## src/rtl/seg7_pkg.sv

```systemverilog
`default_nettype none
// ============================================================================
// Module  : seg7_pkg
// Purpose : Shared definitions for the 7-segment scan reader: the sixteen
//           active-low hex glyph codes ({g,f,e,d,c,b,a}, bit0 = a) and the
//           scan FSM state type.
// Revision: 1.0 - initial release
// ============================================================================
package seg7_pkg;

    // Active-low glyph codes, one per hex digit.
    localparam logic [6:0] SEG7_0 = 7'h40;
    localparam logic [6:0] SEG7_1 = 7'h79;
    localparam logic [6:0] SEG7_2 = 7'h24;
    localparam logic [6:0] SEG7_3 = 7'h30;
    localparam logic [6:0] SEG7_4 = 7'h19;
    localparam logic [6:0] SEG7_5 = 7'h12;
    localparam logic [6:0] SEG7_6 = 7'h02;
    localparam logic [6:0] SEG7_7 = 7'h78;
    localparam logic [6:0] SEG7_8 = 7'h00;
    localparam logic [6:0] SEG7_9 = 7'h10;
    localparam logic [6:0] SEG7_A = 7'h08;
    localparam logic [6:0] SEG7_B = 7'h03;
    localparam logic [6:0] SEG7_C = 7'h46;
    localparam logic [6:0] SEG7_D = 7'h21;
    localparam logic [6:0] SEG7_E = 7'h06;
    localparam logic [6:0] SEG7_F = 7'h0E;

    // Scan FSM states, explicitly encoded.
    typedef enum logic [1:0] {
        BLANK  = 2'd0,
        SETTLE = 2'd1,
        HOLD   = 2'd2
    } seg7_state_t;

endpackage : seg7_pkg
`default_nettype wire

```

## src/rtl/seg7_glyph_decode.sv

```systemverilog
`default_nettype none
// ============================================================================
// Module  : seg7_glyph_decode
// Purpose : Combinational lookup of an active-low 7-segment code into its hex
//           nibble. Codes outside the sixteen hex glyphs report ok = 0.
// Ports   : seg_n  in  7  segment code, active low, bit0 = a .. bit6 = g
//           ok     out 1  code is a valid hex glyph
//           nibble out 4  decoded value (0 when ok = 0)
// Revision: 1.0 - initial release
// ============================================================================
module seg7_glyph_decode
    import seg7_pkg::*;
(
    input  logic [6:0] seg_n,
    output logic       ok,
    output logic [3:0] nibble
);

    always_comb begin
        ok     = 1'b1;
        nibble = 4'h0;
        case (seg_n)
            SEG7_0:  nibble = 4'h0;
            SEG7_1:  nibble = 4'h1;
            SEG7_2:  nibble = 4'h2;
            SEG7_3:  nibble = 4'h3;
            SEG7_4:  nibble = 4'h4;
            SEG7_5:  nibble = 4'h5;
            SEG7_6:  nibble = 4'h6;
            SEG7_7:  nibble = 4'h7;
            SEG7_8:  nibble = 4'h8;
            SEG7_9:  nibble = 4'h9;
            SEG7_A:  nibble = 4'hA;
            SEG7_B:  nibble = 4'hB;
            SEG7_C:  nibble = 4'hC;
            SEG7_D:  nibble = 4'hD;
            SEG7_E:  nibble = 4'hE;
            SEG7_F:  nibble = 4'hF;
            default: ok     = 1'b0;
        endcase
    end

endmodule : seg7_glyph_decode
`default_nettype wire

```

## src/rtl/seg7_scan_reader.sv

```systemverilog
`default_nettype none
// ============================================================================
// Module  : seg7_scan_reader
// Purpose : Receive end of a multiplexed active-low 7-segment display bus.
//           Each digit's pattern is sampled once it has been steady for
//           STABLE cycles, decoded to a nibble and stored in a per-digit
//           slot. When every digit has been seen, the slots are published
//           on value with a one-cycle valid pulse. Non-hex patterns raise a
//           one-cycle pat_err pulse and leave the slot untouched.
// Params  : NDIG   number of multiplexed digits (1..8)
//           STABLE cycles of unchanged input required before sampling (>=1)
// Ports   : clk      in  1       system clock, rising edge
//           rst      in  1       asynchronous reset, active high
//           seg_n    in  7       segment lines, active low, bit0 = a
//           an_n     in  NDIG    digit selects, active low, one-cold
//           dp_n     in  1       decimal point, active low  (SEG7_DP_EN)
//           value    out 4*NDIG  last complete frame, digit i at [4i+3:4i]
//           dp_out   out NDIG    decimal points of that frame (SEG7_DP_EN)
//           valid    out 1       pulse: value holds a new frame
//           pat_err  out 1       pulse: stable pattern is not a hex glyph
// Config  : define SEG7_DP_EN to add decimal-point capture (dp_n/dp_out).
// Revision: 1.0 - initial release
// ============================================================================
module seg7_scan_reader
    import seg7_pkg::*;
#(
    parameter int NDIG   = 4,
    parameter int STABLE = 3
) (
    input  logic              clk,
    input  logic              rst,
    input  logic [6:0]        seg_n,
    input  logic [NDIG-1:0]   an_n,
`ifdef SEG7_DP_EN
    input  logic              dp_n,
    output logic [NDIG-1:0]   dp_out,
`endif
    output logic [4*NDIG-1:0] value,
    output logic              valid,
    output logic              pat_err
);

    localparam int              CNT_W     = $clog2(STABLE + 1);
    localparam logic [CNT_W-1:0] c_CNT_MAX = CNT_W'(STABLE);
    localparam logic [CNT_W-1:0] c_CNT_ONE = CNT_W'(1);
    localparam logic [NDIG-1:0]  c_SEL_ONE = NDIG'(1);

    // Input sampling register plus one older copy for change detection.
    // Reset to "all off / no digit selected" so the bus looks blank.
    logic [6:0]      r_seg;
    logic [6:0]      r_seg_d;
    logic [NDIG-1:0] r_an;
    logic [NDIG-1:0] r_an_d;

    seg7_state_t      r_state;
    seg7_state_t      w_state_nx;
    logic [CNT_W-1:0] r_cnt;
    logic [CNT_W-1:0] w_cnt_nx;

    logic [4*NDIG-1:0] r_slots;
    logic [NDIG-1:0]   r_seen;
    logic [4*NDIG-1:0] r_value;
    logic              r_valid;
    logic              r_pat_err;

    logic [NDIG-1:0] w_sel;
    logic            w_one_cold;
    logic            w_changed;
    logic            w_sample;
    logic            w_dec_ok;
    logic [3:0]      w_nibble;
    logic            w_frame_done;

`ifdef SEG7_DP_EN
    logic            r_dp;
    logic            r_dp_d;
    logic [NDIG-1:0] r_dp_slots;
    logic [NDIG-1:0] r_dp_out;
`endif

    always_ff @(posedge clk or posedge rst) begin
        if (rst) begin
            r_seg   <= '1;
            r_seg_d <= '1;
            r_an    <= '1;
            r_an_d  <= '1;
        end else begin
            r_seg   <= seg_n;
            r_seg_d <= r_seg;
            r_an    <= an_n;
            r_an_d  <= r_an;
        end
    end

    // Selected digit as a one-hot vector; valid only when exactly one bit set.
    assign w_sel      = ~r_an;
    assign w_one_cold = (w_sel != '0) && ((w_sel & (w_sel - c_SEL_ONE)) == '0);

`ifdef SEG7_DP_EN
    always_ff @(posedge clk or posedge rst) begin
        if (rst) begin
            r_dp   <= 1'b1;
            r_dp_d <= 1'b1;
        end else begin
            r_dp   <= dp_n;
            r_dp_d <= r_dp;
        end
    end

    assign w_changed = (r_seg != r_seg_d) || (r_an != r_an_d) || (r_dp != r_dp_d);
`else
    assign w_changed = (r_seg != r_seg_d) || (r_an != r_an_d);
`endif

    seg7_glyph_decode u_glyph_decode (
        .seg_n  (r_seg),
        .ok     (w_dec_ok),
        .nibble (w_nibble)
    );

    // Next-state logic. A change always restarts the stability count, so a
    // pattern is sampled only after STABLE+1 identical register samples.
    always_comb begin
        w_state_nx = r_state;
        w_cnt_nx   = r_cnt;
        w_sample   = 1'b0;
        case (r_state)
            BLANK: begin
                if (w_one_cold) begin
                    w_state_nx = SETTLE;
                    w_cnt_nx   = c_CNT_ONE;
                end else begin
                    w_cnt_nx   = '0;
                end
            end
            SETTLE: begin
                if (w_changed) begin
                    w_state_nx = w_one_cold ? SETTLE : BLANK;
                    w_cnt_nx   = w_one_cold ? c_CNT_ONE : '0;
                end else if (r_cnt == c_CNT_MAX) begin
                    w_sample   = 1'b1;
                    w_state_nx = HOLD;
                end else begin
                    w_cnt_nx   = r_cnt + c_CNT_ONE;
                end
            end
            HOLD: begin
                // Already sampled this pattern; only a change re-arms.
                if (w_changed) begin
                    w_state_nx = w_one_cold ? SETTLE : BLANK;
                    w_cnt_nx   = w_one_cold ? c_CNT_ONE : '0;
                end
            end
            default: begin
                w_state_nx = BLANK;
                w_cnt_nx   = '0;
            end
        endcase
    end

    always_ff @(posedge clk or posedge rst) begin
        if (rst) begin
            r_state <= BLANK;
            r_cnt   <= '0;
        end else begin
            r_state <= w_state_nx;
            r_cnt   <= w_cnt_nx;
        end
    end

    // A sample cannot coincide with frame completion: the sample that filled
    // the mask leaves the FSM in HOLD for at least one cycle.
    assign w_frame_done = &r_seen;

    always_ff @(posedge clk or posedge rst) begin
        if (rst) begin
            r_slots   <= '0;
            r_seen    <= '0;
            r_value   <= '0;
            r_valid   <= 1'b0;
            r_pat_err <= 1'b0;
        end else begin
            r_valid   <= w_frame_done;
            r_pat_err <= w_sample & ~w_dec_ok;
            if (w_frame_done) begin
                r_value <= r_slots;
                r_seen  <= '0;
            end else if (w_sample && w_dec_ok) begin
                r_seen  <= r_seen | w_sel;
            end
            if (w_sample && w_dec_ok) begin
                for (int i = 0; i < NDIG; i++) begin
                    if (w_sel[i]) begin
                        r_slots[4*i +: 4] <= w_nibble;
                    end
                end
            end
        end
    end

`ifdef SEG7_DP_EN
    // Stored as "point lit" (1 = on) alongside each nibble.
    always_ff @(posedge clk or posedge rst) begin
        if (rst) begin
            r_dp_slots <= '0;
            r_dp_out   <= '0;
        end else begin
            if (w_frame_done) begin
                r_dp_out <= r_dp_slots;
            end
            if (w_sample && w_dec_ok) begin
                for (int i = 0; i < NDIG; i++) begin
                    if (w_sel[i]) begin
                        r_dp_slots[i] <= ~r_dp;
                    end
                end
            end
        end
    end

    assign dp_out = r_dp_out;
`endif

    assign value   = r_value;
    assign valid   = r_valid;
    assign pat_err = r_pat_err;

endmodule : seg7_scan_reader
`default_nettype wire

```

## config.mk

```make
export PLATFORM = sky130hd
export DESIGN_NAME = seg7_scan_reader
export DESIGN_NICKNAME = d
export VERILOG_FILES = /design/src/rtl/seg7_pkg.sv /design/src/rtl/seg7_glyph_decode.sv /design/src/rtl/seg7_scan_reader.sv
export SDC_FILE = /design/constraint.sdc
export NUM_CORES = 1
export LEC_CHECK = 0
export CAP_MARGIN = 0
export CORE_MARGIN = 2
export CORE_UTILIZATION = 51
export CTS_CLUSTER_SIZE = 12
export DETAILED_ROUTE_END_ITERATION = 8
export DONT_BUFFER_PORTS = 1
export GPL_TIMING_DRIVEN = 0
export HOLD_SLACK_MARGIN = 0.15
export PLACE_DENSITY = 0.78
export SLEW_MARGIN = 20
export SYNTH_ARGS = -nofsm -noshare
export SYNTH_HDL_FRONTEND = slang
export SYNTH_HIERARCHICAL = 1
export SYNTH_SLANG_ARGS = --single-unit
```

## constraint.sdc

```tcl
create_clock -name clk -period 7.6 [get_ports clk]
set_input_delay 0.76 -clock clk [delete_from_list [all_inputs] [get_ports clk]]
set_output_delay 0.76 -clock clk [all_outputs]
set_load 0.02 [all_outputs]
```

### Word level (Yosys, flattened, before mapping)

Cells that the tools add are included.
Widths: inputs -> output; s select.

| word-level totals | value |
|---|---|
| latch bits | 0 |
| output and inout port bits | 18 |
| word-level logic and storage cells | 77 |
| memory bits (read-only) | 0 |
| memories | 0 |
| register bits after elaboration | 64 |
| memory bits (writable) | 0 |

| operators by class | value |
|---|---|
| div/mod/pow operators | 0 |
| $mul | 0 |
| equal/unequal tests | 24 |
| bitwise logic cells | 5 |
| add/subtract/negate cells | 2 |
| shift-type cells | 0 |
| order comparisons | 0 |
| reduce and logical (&&, ||, !) cells | 16 |
| mux-type cells | 16 |

Operators with widths:

| cell | number |
|---|---|
| $pmux 4 s15 | 1 |
| $eq 7x7->1 const B | 4 |
| $eq 7x5->1 const B | 3 |
| $eq 7x6->1 const B | 3 |
| $reduce_or 16->1 | 1 |
| $eq 7x2->1 const B | 2 |
| $eq 7x4->1 const B | 2 |
| $mux 2 | 6 |
| $pmux 2 s3 | 2 |
| $reduce_and 2->1 | 5 |
| $mux 4 | 2 |
| $eq 7x3->1 const B | 1 |
| $logic_not 7->1 | 1 |
| $ne 7x7->1 | 1 |
| $ne 3x3->1 const B | 2 |
| $mux 1 | 5 |
| $and 4x4->4 | 1 |
| $eq 2x2->1 const B | 2 |
| $logic_not 4->1 | 1 |
| $ne 2x2->1 const B | 2 |
| $ne 4x4->1 | 1 |
| $not 4->4 | 1 |
| $or 4x4->4 | 1 |
| $reduce_and 4->1 | 1 |
| other kinds (11) | 12 |

### Depth between registers and ports, before layout

| depth | value |
|---|---|
| depth after elaboration | 8 |
| gate-level depth with buffers | 8 |
| gate-level depth less buffers | 7 |

### Hierarchy

The synthesis kept the hierarchy.

Modules (own cells, without submodules):

| module | instances | cells an instance | area an instance (sq um) |
|---|---|---|---|
| seg7_scan_reader | 1 | 188 | 2,423.6 |
| seg7_glyph_decode | 1 | 56 | 364.1 |

### Worst setup path after synthesis

Ideal clock, no wire load.

| path | value |
|---|---|
| path type | reg2reg |
| start point | register r_seg[2] |
| end point | register r_slots[0] |
| buffers on the path | 1 |
| setup time | 0.125 ns |
| slack | 5.176 ns |
| required time | 7.475 ns |
| period minus slack after synthesis | 2.424 ns |
| data arrival time | 2.300 ns |
| cell stages (with the launch flop) | 9 |
| cell sequence | dfstp_2 -> clkbuf_2 -> nor4bb_1 -> o21ai_1 -> o31ai_1 -> a31oi_1 -> o211ai_1 -> nand4b_1 -> mux2_2 |

| between the ends | value |
|---|---|
| elaborated cells between the ends (all ways) | 25 |

RTL lines:

| what | line | text |
|---|---|---|
| start: declaration | seg7_scan_reader.sv:50 | `logic [6:0] r_seg;` |
| start signal: assignment | seg7_scan_reader.sv:88 | `r_seg <= seg_n;` |
| $eq 7x7->1, or another cell as far along | seg7_glyph_decode.sv:22 | `case (seg_n)` |
| $reduce_or 16->1 (no source line) * | -- |  |
| $mux 1 * | seg7_glyph_decode.sv:22 |  |
| net w_dec_ok | seg7_scan_reader.sv:70 | `logic w_dec_ok;` |
| $logic_and 1x1->1 * | seg7_scan_reader.sv:191 | `if (w_sample && w_dec_ok) begin` |
| $reduce_and 2->1 (no source line) * | -- |  |
| end signal: indexed assignment | seg7_scan_reader.sv:194 | `r_slots[4*i +: 4] <= w_nibble;` |
| end: declaration | seg7_scan_reader.sv:60 | `logic [4*NDIG-1:0] r_slots;` |

The timed path passes the listed nets; every way through them passes the cells marked *.
A chain may end at the register's enable or synchronous reset.

### Worst setup path in the final report

| path | value |
|---|---|
| start point | register r_seg[2] |
| end point | register r_slots[1] |

The elaborated chain is that of the path after synthesis.

==> reports/qor.csv <==
stage,metric,value,unit
status,outcome,completed,
grt,vias in the first global route,1755,
grt,largest net degree at the start of global routing,65,
synthesis,Syn Area/Cell,11.4,µm²
floorplan,Core Box Area,5200,µm²
detailed_routing,DRT Pass-1 Iters,4,
cts,clock buffer depth,2,
cts,setup bufs post-CTS,0,
detailed_routing,via/cell ratio,5.37,
floorplan,Row Count,26,
floorplan,IO Count,31,
floorplan,Die Area,6070,µm²
cts,CTS resizes,0,
grt,GR Overflow Total,0,
timing,Worst Skew,0.00876,ns
placed_design,Inst Count DP,314,
cells_and_area,"commonest non-fill, non-tap cell in the layout",nand2_1,
floorplan,Die Ht,77.9,µm
placed_design,global placement routability congestion,0.857,
synthesis,net count after synthesis,258,
detailed_routing,Post-Route WL,4.54,mm
timing,final setup violation count,0,
synthesis,number of synthesized flops with an enable pin,0,
cts,CTS tree,done,
cells_and_area,nets@finish,269,
cells_and_area,area delta synth->final,9.52,%
critical_path,Register-to-Register Setup Slack,4.75,ns
synthesis,Post-Syn Area,2790,µm²
cts,htree depth,3,
power_and_ir_drop,VDD IR max,0.187,mV
cells_and_area,fraction of layout cells with a size suffix above 1,24.0,%
detailed_routing,Iteration-0 DRC Markers,66,
flow_run,# Max-Cap Violations,0,
grt,initial antenna violation count,0,
floorplan,Die Wd,77.9,µm
critical_path,CP Class,flip-flop to flip-flop,
cells_and_area,Reg area,1630,µm²
cells_and_area,Antenna diodes,0,
timing,Post-Route Setup TNS,0,ns
timing,fmax,351,MHz
critical_path,Crit. End Element,flip-flop,
synthesis,synthesis warning total,6,
placed_design,dpl ws,4.75,ns
detailed_routing,Post-route DRC,0,
timing,RSZ-0062 raised after global routing,no,
detailed_routing,via count,1761,
floorplan,starting density of the core,53.6,%
timing,Fin Hold WS,0.384,ns
placed_design,hpwl dp,3.13,mm
grt,M2 GR Usage,27.4,%
cells_and_area,Multi-input gate area,1040,µm²
power_and_ir_drop,Total Power,658,µW
critical_path,Startpoint Class,flip-flop,
grt,Most Crowded Layer GR,met2,
synthesis,"Top FF cell, synth",dfrtp_1,
cells_and_area,Non-Filler Instances,328,
grt,met1 Use GR,20.3,%
grt,GRT Util Overall,17.1,%
placed_design,port bufs,0,
synthesis,Mapped Cells,244,
grt,global-route met3 utilization,6.51,%
synthesis,post-synthesis register bit count,64,
cells_and_area,most frequent cells in the layout,"nand2_1, dfrtp_1, dfstp_2",
cts,CTS Sinks,64,
timing,post-layout min period,2.85,ns
power_and_ir_drop,leakage,0.00148,µW
timing,Final WS setup,4.75,ns
synthesis,distinct cell type count after synthesis,49,
detailed_routing,drt wl/cell,13.9,µm
power_and_ir_drop,pwr/cell area,216,nW/µm²
cts,"CTS clk-pin slew, worst paths",0.06,ns
cts,root buf cell,clkbuf_8,
critical_path,Worst Path Arrival,3.07,ns
synthesis,fraction of registers with async set/reset,100,%
timing,fin crit share,37.5,%
cts,hold_buf cts,0,
detailed_routing,antenna-violating nets left,0,
synthesis,"Seq/Total Area, Yosys",58.4,%
timing,endpoints failing hold,0,
timing,max_slew headroom,51.1,%
timing,final slew viol count,0,
cells_and_area,fillers,426,
critical_path,Max Fanout on Critical Path,10,
critical_path,Crit path required time,7.82,ns
timing,Worst-Margin Slew,0.734,ns
worst_hold_path,Hold WC Path Type,flip-flop to flip-flop,
cts,CTS Buf Count,9,
cts,Skew-Pair Late Insertion Delay,0.34,ns
grt,first-pass GRT wire length,8.04,mm
[cell usage after synthesis (4+ instances only)]
| cell type | instances | area [µm²] |
|---|---|---|
| nor2b_1 | 4 | 25.0 |
| o21ai_0 | 8 | 40.0 |
| dfstp_2 | 22 | 578 |
| nor2_1 | 7 | 26.3 |
| a21oi_1 | 6 | 30.0 |
| xnor2_1 | 11 | 96.3 |
| nand4_1 | 7 | 43.8 |
| inv_1 | 8 | 30.0 |
| mux2_2 | 8 | 90.1 |
| nand2_1 | 52 | 195 |
| dfrtp_1 | 42 | 1050 |
| mux2_1 | 8 | 90.1 |
[final timing paths]
kind	cells after the start	startpoint	endpoint
max in group asynchronous	1	rst	r_slots[12]
setup / recovery	8	r_seg[2]	r_slots[1]
hold reg to reg	0	r_seg[6]	r_seg_d[6]
min in group asynchronous	1	rst	value[14]
setup reg to reg	8	r_seg[2]	r_slots[1]
hold / removal	0	r_seg[6]	r_seg_d[6]
[layout make-up]
class | count | share of cell area (%)
buffer | 12 | 2.99
multi-input combinational | 160 | 34.0
tap | 70 | 2.87
clock inverter | 4 | 1.56
clock buffer | 10 | 4.18
sequential | 64 | 53.4
inverter | 8 | 1.07
[where the power goes]
group	internal [µW]	total [µW]	switching, µW
combinational	13.7	33.5	19.8
clock	146	264	118
sequential	353	360	7.52
total	513	658	145
[sequential cells by signal, indices dropped and copies added (netlist names)]
name	count
r_seg	7
valid	1
value	16
r_an_d	4
r_cnt	2
r_state	2
r_an	4
r_seen	4
r_seg_d	7
r_slots	16
pat_err	1
[critical path: stages (launching register included)]
cell	delay (ns)
dfstp_2	0.56
clkbuf_2	0.23
nor4bb_1	0.34
o21ai_1	0.10
o31ai_1	0.07
a31oi_1	0.09
o211ai_1	0.54
nand4b_1	0.42
mux2_2	0.38
[metrics by stage]
stage / utilization (%) / area (µm²)
finish: 58.7 / 3050
global route: 58.7 / 3050
CTS: 58.7 / 3050
detailed placement: 55.3 / 2880
global placement: 55.2 / 2880
floorplan: - / 2790
[per-layer routing]
layer	up-vias	routed length, µm
li1	854	-
met1	856	2070
met2	41	2150
met3	10	227
met4	0	95
met5	-	0
[kinds of logic (layout without fill, tap and decap cells)]
logic type / count (synthesis) / in the layout / share of synthesized area [%]
muxes: 16 / 16 / 6.46
and+or+nand+nor: 99 / 99 / 19.3
buffers and inverters: 20 / 34 / 4.35
adders and majority gates: 2 / 2 / 0.808
AOI/OAI and AO/OA: 30 / 30 / 6.51
DFF: 64 / 64 / 58.4
xor gates and xnor gates: 13 / 13 / 4.08
(Power assumes the default switching activity.)
